===== config.mk =====
export PLATFORM = sky130hd
export DESIGN_NAME = config_loader
export DESIGN_NICKNAME = d
export VERILOG_FILES = /design/src/rtl/config_pkg.sv /design/src/rtl/config_loader.sv
export SDC_FILE = /design/constraint.sdc
export NUM_CORES = 1
export LEC_CHECK = 0
export BUFFER_PORTS_ARGS = -buffer_cell sky130_fd_sc_hd__buf_2
export CAP_MARGIN = 10
export CELL_PAD_IN_SITES_DETAIL_PLACEMENT = 0
export CELL_PAD_IN_SITES_GLOBAL_PLACEMENT = 1
export CORE_UTILIZATION = 18
export CTS_BUF_LIST = sky130_fd_sc_hd__clkbuf_2
export CTS_CLUSTER_DIAMETER = 150
export CTS_CLUSTER_SIZE = 14
export DETAILED_ROUTE_END_ITERATION = 10
export PLACE_DENSITY = 0.95
export SYNTH_ARGS = -nofsm -noshare
export SYNTH_HDL_FRONTEND = slang
export SYNTH_SLANG_ARGS = --single-unit
export TNS_END_PERCENT = 1

===== constraint.sdc =====
create_clock -name clk -period 3.1 [get_ports clk]
set_clock_uncertainty 0.2 [all_clocks]
set_input_delay 0.93 -clock clk [delete_from_list [all_inputs] [get_ports clk]]
set_output_delay 0.93 -clock clk [all_outputs]
set_load 0.01 [all_outputs]

===== src/rtl/config_pkg.sv =====
// config_pkg: shared state encoding and default sizes for the configuration loader
package config_pkg;
  localparam int CONFIG_L_DEF = 32;
  localparam int N_REG_DEF = 21;
  typedef enum logic [1:0] {IDLE, LOAD, READBACK} state_t;
endpackage


===== src/rtl/config_loader.sv =====
// config_loader: loads/rotates an external configuration shift chain; readback enabled by CONFIG_READBACK_EN
module config_loader
  import config_pkg::*;
#(
  parameter int CONFIG_L = CONFIG_L_DEF,
  parameter int N_REG = N_REG_DEF
) (
  input  logic                clk,
  input  logic                rst,
  input  logic                start,
  input  logic                readback,
  input  logic                abort,
  input  logic [CONFIG_L-1:0] in_data,
  input  logic                in_valid,
  output logic                in_ready,
  output logic [CONFIG_L-1:0] out_data,
  output logic                out_valid,
  input  logic                out_ready,
  output logic [CONFIG_L-1:0] cfg_data_in,
  input  logic [CONFIG_L-1:0] cfg_data_out,
  output logic                cfg_shift_en,
  output logic                cfg_valid,
  output logic                busy
);
  localparam int CW = $clog2(N_REG + 1);
  localparam logic [CW-1:0] LAST = CW'(N_REG - 1);
  state_t state, state_n;
  logic [CW-1:0] cnt, cnt_n;
  logic valid_n;
`ifndef CONFIG_READBACK_EN
  logic unused_rb;
  assign unused_rb = &{readback, out_ready, cfg_data_out};
`endif
  assign busy = state != IDLE;
  // next state, counter and chain/handshake drive; abort suppresses the shift of its cycle
  always_comb begin
    state_n = state;
    cnt_n = cnt;
    valid_n = cfg_valid;
    in_ready = 1'b0;
    out_valid = 1'b0;
    out_data = '0;
    cfg_shift_en = 1'b0;
    cfg_data_in = '0;
    unique case (state)
      IDLE: begin
        if (abort) state_n = IDLE;
        else if (start) begin
          cnt_n = '0;
          valid_n = 1'b0;
          state_n = LOAD;
        end
`ifdef CONFIG_READBACK_EN
        else if (readback && cfg_valid) begin
          cnt_n = '0;
          valid_n = 1'b0;
          state_n = READBACK;
        end
`endif
      end
      LOAD: begin
        in_ready = 1'b1;
        cfg_shift_en = in_valid && !abort;
        cfg_data_in = cfg_shift_en ? in_data : '0;
        if (abort) begin
          valid_n = 1'b0;
          state_n = IDLE;
        end else if (cfg_shift_en) begin
          cnt_n = cnt + 1'b1;
          valid_n = cnt == LAST;
          state_n = cnt == LAST ? IDLE : LOAD;
        end
      end
`ifdef CONFIG_READBACK_EN
      READBACK: begin
        out_valid = 1'b1;
        out_data = cfg_data_out;
        cfg_shift_en = out_ready && !abort;
        cfg_data_in = cfg_shift_en ? cfg_data_out : '0;
        if (abort) begin
          valid_n = 1'b0;
          state_n = IDLE;
        end else if (cfg_shift_en) begin
          cnt_n = cnt + 1'b1;
          valid_n = cnt == LAST;
          state_n = cnt == LAST ? IDLE : READBACK;
        end
      end
`endif
      default: state_n = IDLE;
    endcase
  end
  // state register with synchronous reset
  always_ff @(posedge clk) begin
    if (rst) begin
      state <= IDLE;
      cnt <= '0;
      cfg_valid <= 1'b0;
    end else begin
      state <= state_n;
      cnt <= cnt_n;
      cfg_valid <= valid_n;
    end
  end
endmodule


Yosys cells after proc, flatten, opt, wreduce, memory -nomap -nowiden
Cells that the tools add are included.
{"block": "word_totals", "regBits": 8, "latch_bits": 0, "mem_bits_rw": 0, "rom_bits": 0, "in_bits": 71, "out_inout_bits": 69, "wordCells": 40, "n_memories": 0}
{"block": "op_classes", "n_addsub": 1, "n_mul": 0, "div": 0, "magnitude_cmp": 0, "n_eq_ne": 8, "shifts": 0, "muxes": 20, "bitwise_logic": 0, "n_reduce_logical": 8}
{"op": "32-bit 2-to-1 mux", "n": 2}
{"op": "5-bit 2-to-1 mux", "n": 4}
{"op": "5-bit case mux with 2 select lines", "n": 1}
{"op": "2-bit 2-to-1 mux", "n": 4}
{"op": "2-bit inequality test (second input constant)", "n": 4}
{"op": "1-bit 2-to-1 mux", "n": 7}
{"op": "3-bit inequality test (second input constant)", "n": 2}
{"op": "5-bit by 1-bit adder with 5-bit output (second input constant)", "n": 1}
{"op": "5-bit == test (second input constant)", "n": 1}
{"op": "5-bit AND reduction", "n": 1}
{"op": "2-bit case mux with 2 select lines", "n": 1}
{"op": "4-bit AND reduction", "n": 1}
{"op": "2-bit nonzero test", "n": 2}
{"op": "2-bit by 1-bit == test with 1-bit output (second input constant)", "n": 1}
{"op": "2-bit zero test", "n": 1}
{"op": "1-bit case mux with 2 select lines", "n": 1}
{"op": "2-bit AND reduction", "n": 1}
{"op": "1-bit logical AND", "n": 1}
{"op": "1-bit zero test", "n": 1}

Depth between registers and ports, before layout
{"block": "depth", "ltp_word": 5, "depth_mapped": 5, "mapped_depth_nobuf": 5}

Least setup slack after synthesis
Ideal clock, no wire load.
{"block": "synth_path", "path_type": "input to output", "startpoint": "input port abort", "endpoint": "output port cfg_data_in[0]", "arrival_time_ns": 1.589, "t_required_ns": 1.970, "path_slack_ns": 0.381, "cell_stages": 3, "path_buffers": 1, "cell_sequence": "and3b_1 clkbuf_1 and2_1"}
{"block": "synth_via", "elab_chain_len": 4}
{"element": "from (decl)", "line": "config_loader.sv:12", "rtl": "input logic abort,"}
{"element": "1-bit zero test", "line": "config_loader.sv:63", "rtl": "cfg_shift_en = in_valid && !abort;"}
{"element": "1-bit logical AND", "line": "config_loader.sv:63"}
{"element": "32-bit 2-to-1 mux", "line": "config_loader.sv:64", "rtl": "cfg_data_in = cfg_shift_en ? in_data : '0;"}
{"element": "32-bit 2-to-1 mux", "line": "config_loader.sv:45", "rtl": "unique case (state)"}
{"element": "to (decl)", "line": "config_loader.sv:19", "rtl": "output logic [CONFIG_L-1:0] cfg_data_in,"}
No other way between the ends.

Worst setup path in the final report
{"block": "layout_path", "startpoint": "input port abort", "endpoint": "output port cfg_data_in[15]"}
Same word-level chain as after synthesis.

==> metrics.cfg <==
[hold_path]
hold_path_depth=2
min_from=cnt[4]
hold_end=cnt[4]
hp-class=register to register

[floorplan]
die_h_um=71.4
start_util_pct=19.4
rows=24
num_io_pins=140
die-area_sq_um=5090
die_w_um=71.4
core_region_area_sq_um=4470

[power_and_ir_drop]
p_sw_mw=0.0779
p_seq_share_pct=39.6
clockPowerShare_pct=31.2
combPwrFrac_pct=29.3
p_per_area_nw_per_um2=196
leakagePower_nw=0.705
netSwitchingFraction_pct=33.7
vdd.ir_drop.worst_mv=0.0742
p_int_mw=0.153

[route]
via_per_inst=3.82
ant_nets=0
drtPass1Iterations=7
drt_iter0_drc=24
vias=912
drc_errors=8
totalWireLength_um=1960
wl_per_cell_um=8.21

[outcome]
outcome=complete, but fails checks
violations=design-rule violations

[setup_path]
worstPathCellList=buf_2 > and3b_1 > buf_12 > and2_1 > buf_2
worst_path_largest_cell_delay_ns=0.26
required_ns=1.97
cp_slowest_cell=and3b_1
r2r_setup_slack_ns=1.65
r2r_cells=4
worstReg2RegStart=state[0]
reg2reg_to=cnt[3]
cp-end-kind=output pin
critPathMaxFanout=34
crit_type=primary input to output pin
worst_path_most_repeated_cell=buf_2
worstPathArrival_ns=1.77
cp-start-kind=primary input

[cts]
post_cts_resized=0
hold_buffers=0
cts_buffers=3
clock_sinks=7
cts_tree=yes
post_cts.repair.setup_buffers=0
root_buffer=clkbuf_2
worstSkewPairLatency_ns=0.25
ctsHtreeMaxLevel=1
cts_buffer_depth=2
clk_pin_slew_ns=0.09

[synthesis]
synth_fa_ha_area_share_pct=2.89
yosysTopAreaCell=buf_4
synth_compound_gate_area_share_pct=9.68
synth_xor_area_share_pct=0
syn_area_sq_um=866
ys_seq_area_share_pct=16.2
synth_area_leaders=buf_4 29%, and2_1 23%, dfxtp_1 16%
muxShareOfSynthArea_pct=1.16
avgSynthCellArea_sq_um=7.53
synth_seq_cells=7
synthCells=115
yosys.area_share.simple_pct=36.1
synth_warnings=0
yosysTopAreaCellShare_pct=29.5
ys_types=26
synth_top_family_by_area=simple AND/OR/NAND/NOR gates

[timing]
fin_crit_ns=2.90
hold_viol=0
tns_ns=0
fin_ws_ns=0.195
slew_viol_final=0
min_period_over_period_pct=93.7
setup_viol_count_final=0
rsz0062_at_grt=no
fmax_ghz=0.344

[placement]
post-place-ws_ns=0.184
io_buffers=72
dp_hpwl_um=1680
place.gp.congestion=0.776

[global_routing]
grt_overflow_total=0
antenna_found_initial=0
grt_pass1_vias=650
use_met1_pct=7.19
grt_max_degree=35
track_usage_pct=6.73
use_met2_pct=12.5
use_met3_pct=1.27
grt_pass1_wl_um=2770
grt.busiest_layer=met2

[cells_and_area]
n_antenna_cell=0
final_common_cell=buf_2
layout.nets=261
drive_gt1_share_pct=41.7
area_growth_pct=36.3
final_cell_mix=72 x buf_2, 33 x conb_1, 32 x and2_1

[flow_run]
cap_violations=0

[power by group through the flow]
stage / sequential [mW] / clock, mW / combinational (mW)
2_1_floorplan: 0.0941 / 0 / 0.0667
3_3_place_gp: 0.0935 / 0 / 0.0665
3_5_place_dp: 0.0935 / 0 / 0.0674
4_1_cts: 0.0914 / 0.0723 / 0.0674
5_1_grt: 0.0915 / 0.0786 / 0.0745
6_report: 0.0914 / 0.0720 / 0.0676
[cell type report]
type | count | area [sq um]
Fill cell | 497 | 3290
Inverter | 3 | 11.3
Timing Repair Buffer | 74 | 388
Clock buffer | 4 | 20.0
Tap cell | 52 | 65.1
Multi-Input combinational cell | 99 | 556
Sequential cell | 7 | 140
[layer usage]
| layer | vias up | part of all wire [%] | wire length, um |
|---|---|---|---|
| li1 | 449 | - | - |
| met1 | 396 | 40 | 780 |
| met2 | 64 | 49 | 969 |
| met3 | 3 | 9.7 | 191 |
| met4 | 0 | 1.1 | 22 |
| met5 | - | 0 | 0 |
[critical path: cells and delay by family]
kind	cells	cell delay (ns)
buffers and inverters	3	0.43
AND/OR/NAND/NOR	2	0.40
[worst max-delay path by stage]
stage,start,endpoint,cells past startpoint
finish,abort,cfg_data_in[15],5
global route,abort,cfg_data_in[15],5
detailed placement,abort,cfg_data_in[15],5
global placement,abort,cfg_data_in[15],5
floorplan,abort,cfg_data_in[0],3
CTS,abort,cfg_data_in[15],5
[registers in the layout, summed over array words and instances (netlist names)]
register	count
cfg_valid	1
state	1
cnt	5
[synthesized netlist by cell type]
library cell  count
a21oi_1           6
a311oi_1          1
a31oi_1           1
a32oi_1           1
and2_1           32
and2b_1           1
and3b_1           1
and4b_1           1
buf_2             1
buf_4            34
buf_6             1
clkbuf_1          2
conb_1            1
dfxtp_1           7
ha_1              2
inv_1             3
mux2i_1           1
nand2_1           4
nand2b_1          2
nand4_1           1
nand4b_1          2
nor2b_1           1
nor4bb_1          1
o21ai_0           3
o21bai_1          2
or3_1             3
[cells by family (layout without fill, tap and decap cells)]
| kind of cell | after synthesis | in the layout |
|---|---|---|
| AO/OA/AOI/OAI | 14 | 14 |
| adder cells (fa/ha/maj) | 2 | 2 |
| buffers and inverters | 41 | 81 |
| flip-flops | 7 | 7 |
| multiplexers | 1 | 1 |
| other | 1 | 33 |
| AND/OR/NAND/NOR | 49 | 49 |
[stage by stage]
stage	hold slack (ns)	instances	utilization (%)	instance area [sq um]	power, mW
after detailed placement	0.290	235	25.9	1160	0.161
final	0.294	239	26.4	1180	0.231
after floorplan	0.254	147	-	986	0.161
after global placement	0.267	235	25.9	1160	0.160
after global routing	0.324	239	26.4	1180	0.245
after CTS	0.301	239	26.4	1180	0.231
Power figures use the tool's default switching activity.
